### src/rtl/prbs31_pkg.sv
// prbs31_pkg: shared states, taps, thresholds and status layout for the PRBS31 tiles
package prbs31_pkg;
  typedef enum logic [1:0] {
    ST_FILL   = 2'b00,
    ST_HUNT   = 2'b01,
    ST_LOCKED = 2'b10,
    ST_BAD    = 2'b11
  } state_t;
  localparam int TAP_HI = 30;
  localparam int TAP_LO = 27;
  localparam int DEF_LOCK_RUN = 64;
  localparam int DEF_LOS_WINDOW = 256;
  localparam int DEF_LOS_ERRORS = 16;
  localparam logic [23:0] ERR_MAX = 24'hFF_FFFF;
  function automatic logic [7:0] status_byte(input logic sat, input state_t st);
    return {5'b0, sat, st};
  endfunction
endpackage

### src/rtl/prbs31_lfsr.sv
// prbs31_lfsr: 31-bit x^31+x^28+1 shift register; adv shifts in ext_bit or, with use_pred, the predicted bit pred
module prbs31_lfsr
  import prbs31_pkg::*;
(
  input  logic        clk,
  input  logic        rst_n,
  input  logic        adv,
  input  logic        use_pred,
  input  logic        ext_bit,
  output logic [30:0] s,
  output logic        pred
);
  assign pred = s[TAP_HI] ^ s[TAP_LO];
  always_ff @(posedge clk or negedge rst_n)
    if (!rst_n) s <= '0;
    else if (adv) s <= {s[29:0], use_pred ? pred : ext_bit};
endmodule

### config.mk
export PLATFORM = sky130hd
export DESIGN_NAME = prbs31_lfsr
export DESIGN_NICKNAME = d
export VERILOG_FILES = /design/src/rtl/prbs31_pkg.sv /design/src/rtl/prbs31_lfsr.sv
export SDC_FILE = /design/constraint.sdc
export NUM_CORES = 1
export LEC_CHECK = 0
export CORE_UTILIZATION = 48
export DETAILED_ROUTE_END_ITERATION = 16
export GPL_TIMING_DRIVEN = 0
export MAX_ROUTING_LAYER = met4
export PLACE_DENSITY = 0.9
export SLEW_MARGIN = 20
export SYNTH_ARGS = -nofsm -noshare
export SYNTH_HDL_FRONTEND = slang
export SYNTH_SLANG_ARGS = --single-unit
### constraint.sdc
create_clock -name clk -period 2.64 [get_ports clk]
set_input_delay 0.528 -clock clk [delete_from_list [all_inputs] [get_ports clk]]
set_output_delay 0.528 -clock clk [all_outputs]
set_load 0.05 [all_outputs]
# After elaboration in Yosys (flattened, before gate mapping)
# Cells that the tools add are included.
dict set report totals {
  register_bits 31
  out_inout_bits 32
  inputBits 5
}
dict set report classes {
  n_mux 1
  bitwise 1
}
# cell n
set ops {}
lappend ops {{1-bit 2-to-1 mux} 1}
lappend ops {{1-bit XOR} 1}

# Longest topological paths before layout
dict set report depth {
  ltp_word 2
  ltp_mapped 2
  depth_no_buf 2
}

# Least setup slack after synthesis
# No wires, ideal clock.
dict set report synth_timing {
  kind {flip-flop to output port}
  startpoint {register s[27]}
  endpoint {output port pred}
  arrival_time_ps 1494
  path_slack_ps 618
  stages_incl_launch_ff 2
  path_cell_list {dfrtp_1 xor2_1}
}
dict set report synth_between {
  elab_chain_cells 1
}
# item line
set synth_rtl {}
lappend synth_rtl {{start: declaration} prbs31_lfsr.sv:10} ;# output logic [30:0] s,
lappend synth_rtl {{start signal: assignment} prbs31_lfsr.sv:16} ;# else if (adv) s <= {s[29:0], use_pred ? pred : ext_bit};
lappend synth_rtl {{1-bit XOR} prbs31_lfsr.sv:13} ;# assign pred = s[TAP_HI] ^ s[TAP_LO];
lappend synth_rtl {{end: declaration} prbs31_lfsr.sv:11} ;# output logic pred
# No other way between the ends.

# Final worst setup path
# Ends and elaborated chain as after synthesis.

==> impl_metrics.yaml <==
synthesis:
  synth_mux_area_frac: 0.284
  yosysSeqAreaShare: 0.653
  synthCells: 69
  synth_top_cell_area_share: 0.653
  synthXorXnorAreaFrac: 0.00737
  synthFlopType: "dfrtp_1"
  synth-compound-area-share: 0.00737
  yosysWarningCount: 0
  synth.area.top_cells: "dfrtp_1 65%, mux2_2 28%, buf_6 2.8%, and3b_2 0.84%, a211o_1 0.74%"
  synth-edff-count: 0
  syn_area_um2: 1190
  yosysMostFrequentCell: "dfrtp_1"
  synth_common_cells: "31 x dfrtp_1, 30 x mux2_2, 3 x buf_6"
  synth.avg_cell_area_um2: 17.2
  syn_nets: 74
  async_flop_share: 1.00
  synth_fa_ha_area_frac: 0
  yosys.area.top_type: "dfrtp_1"
  synth_seq_cells: 31
  ys_types: 8
  synth_top_family_by_area: "multiplexers"
  synth_simple_gate_area_frac: 0.0200
worst_setup_path:
  worstSetupEndpointType: "primary output"
  critPathSlowestCell: "clkdlybuf4s50_1"
  required_ps: 2110
  arrival_ps: 1810
  worst_setup_path_start_kind: "flip-flop"
  crit_chain: "xor2_1 > clkdlybuf4s50_1"
  crit_fanout: 4
  cp_slowest_stage_delay_ps: 840
  crit_type: "flip-flop to primary output"
finish:
  drive_gt1_frac: 0.381
  top_regs: "s x31"
  n_antenna_cell: 0
  nets: 117
  final_area_um2: 1650
  largest-register: "s"
  syn2layout_area_growth_pct: 38.6
  largest_reg_flops: 31
  fillers: 166
timing:
  grt_setup_unrepaired: "no"
  fmax_mhz: 428
  period_needed_ps: 2330
  clock_skew_ps: 3.47
  holdWs_ps: 242
  period_share: 0.884
  worst_pin_slew_ps: 641
  finalMaxSlewViolations: 0
  finalHoldViolations: 0
  setup_tns_ps: 0
  relSlewSlack: 0.573
  finalSetupViolCount: 0
placed_design:
  port_buffers: 36
  gp_congestion: 0.660
  placed_area_um2: 1580
  dp_hpwl_um: 1420
die:
  row_count: 17
  initial_utilization: 0.522
  core-area_um2: 2280
  ios: 37
  fp.dieW_um: 51.8
  die_height_um: 51.8
  die_area_um2: 2680
detailed_routing:
  drtIter0Drc: 2
  wl_per_cell_um: 13.9
  ant_nets: 0
  viasPerCell: 5.09
  vias: 718
  wirelength_um: 1960
  drtPass1Iterations: 2
  post-route-drc-count: 0
run_status:
  status: "finished, final reports clean"
global_routing:
  antenna_found_initial: 0
  grt_use_total: 0.186
  overflow: 0
  grt_pass1_wl_um: 3370
  grt_pass1_vias: 750
  grt_max_degree: 32
pwr:
  p_leak_nw: 0.780
  combinationalPowerShare: 0.516
  ir_drop_mv: 0.880
  p_seq_frac: 0.347
  p_sw_frac: 0.448
  powerDensity_nw_per_um2: 1310
  netSwitchingPower_mw: 0.964
  clkPwrFrac: 0.137
  p_int_mw: 1.19
clock_tree:
  clkTransAtPathRegs_ps: 90
  insertion_delay_ps: 300
  ctsResizeCount: 0
  postCtsSetupBuffers: 0
  h-tree-depth: 2
  cts_buffers: 5
  clock_path_buffers: 2
  hold_buffers: 0
  cts_tree: "yes"
  cts_root_buf: "clkbuf_4"
  clock_sinks: 31
min_path:
  hold_class: "input port to async pin"
job:
  maxCapViolations: 0
==> logic make-up (layout without fill, tap and decap cells) <==
kind of cell / count (synthesis) / in the layout
XOR/XNOR: 1 / 1
AO/OA/AOI/OAI: 1 / 1
AND/OR/NAND/NOR: 3 / 3
buffers and inverters: 3 / 47
multiplexers: 30 / 30
flip-flops: 31 / 31
==> cell usage in the layout, fill, tap and decap left out, drive strengths merged <==
| cell | count |
|---|---|
| mux2 | 30 |
| buf | 4 |
| a211o | 1 |
| xor2 | 1 |
| clkdlybuf4s50 | 35 |
| clkbuf | 8 |
| and2 | 1 |
| dfrtp | 31 |
| nor2b | 1 |
| and3b | 1 |
==> power groups by stage <==
| stage | registers, mW | clock network (mW) | logic (mW) |
|---|---|---|---|
| floorplan | 1.30 | 0 | 0.182 |
| global placement | 0.745 | 0 | 1.10 |
| detailed placement | 0.756 | 0 | 1.12 |
| CTS | 0.751 | 0.305 | 1.12 |
| global route | 0.774 | 0.328 | 1.15 |
| finish | 0.748 | 0.295 | 1.11 |
==> metrics by stage <==
step | worst slack [ps] | utilization | power (mW) | cells
after floorplan | 618 | - | 1.48 | 69
after global placement | 592 | 0.696 | 1.85 | 133
after detailed placement | 624 | 0.694 | 1.87 | 133
after CTS | 285 | 0.724 | 2.18 | 141
after global routing | 216 | 0.724 | 2.26 | 141
final | 305 | 0.724 | 2.15 | 141
==> cell type report <==
| type | instances | area, um2 | area share |
|---|---|---|---|
| clock buffer | 8 | 68.8 | 0.0418 |
| multi-input combinational | 35 | 379 | 0.230 |
| buffer | 3 | 33.8 | 0.0205 |
| timing repair buffer | 36 | 355 | 0.216 |
| tap | 28 | 35.0 | 0.0213 |
| sequential | 31 | 776 | 0.471 |
==> final timing paths <==
kind | from | to | slack, ps | cells after the start
min reg2reg | s[8]$_DFFE_PN0P_ | s[8]$_DFFE_PN0P_ | 530 | 1
min in group clk | s[8]$_DFFE_PN0P_ | s[8]$_DFFE_PN0P_ | 530 | 1
max | s[27]$_DFFE_PN0P_ | pred | 310 | 2
max reg2reg | s[27]$_DFFE_PN0P_ | s[0]$_DFFE_PN0P_ | 1650 | 2
max in group asynchronous | rst_n | s[25]$_DFFE_PN0P_ | 1980 | 1
min | rst_n | s[18]$_DFFE_PN0P_ | 240 | 1
==> critical path, delay by kind of cell (launching register included) <==
family,cells,cell delay [ps]
buf+inv,1,840
flops,1,420
xor+xnor,1,250
==> routing by layer <==
layer  part of all wire  vias to the layer above  global-route usage
li1                   -                      330                   -
met4             0.0087                        0              0.0811
met2               0.50                       23               0.286
met5                  0                        -                   -
met1               0.44                      363               0.238
met3              0.049                        2              0.0439
Note: power is estimated with default switching activity, not from simulation.
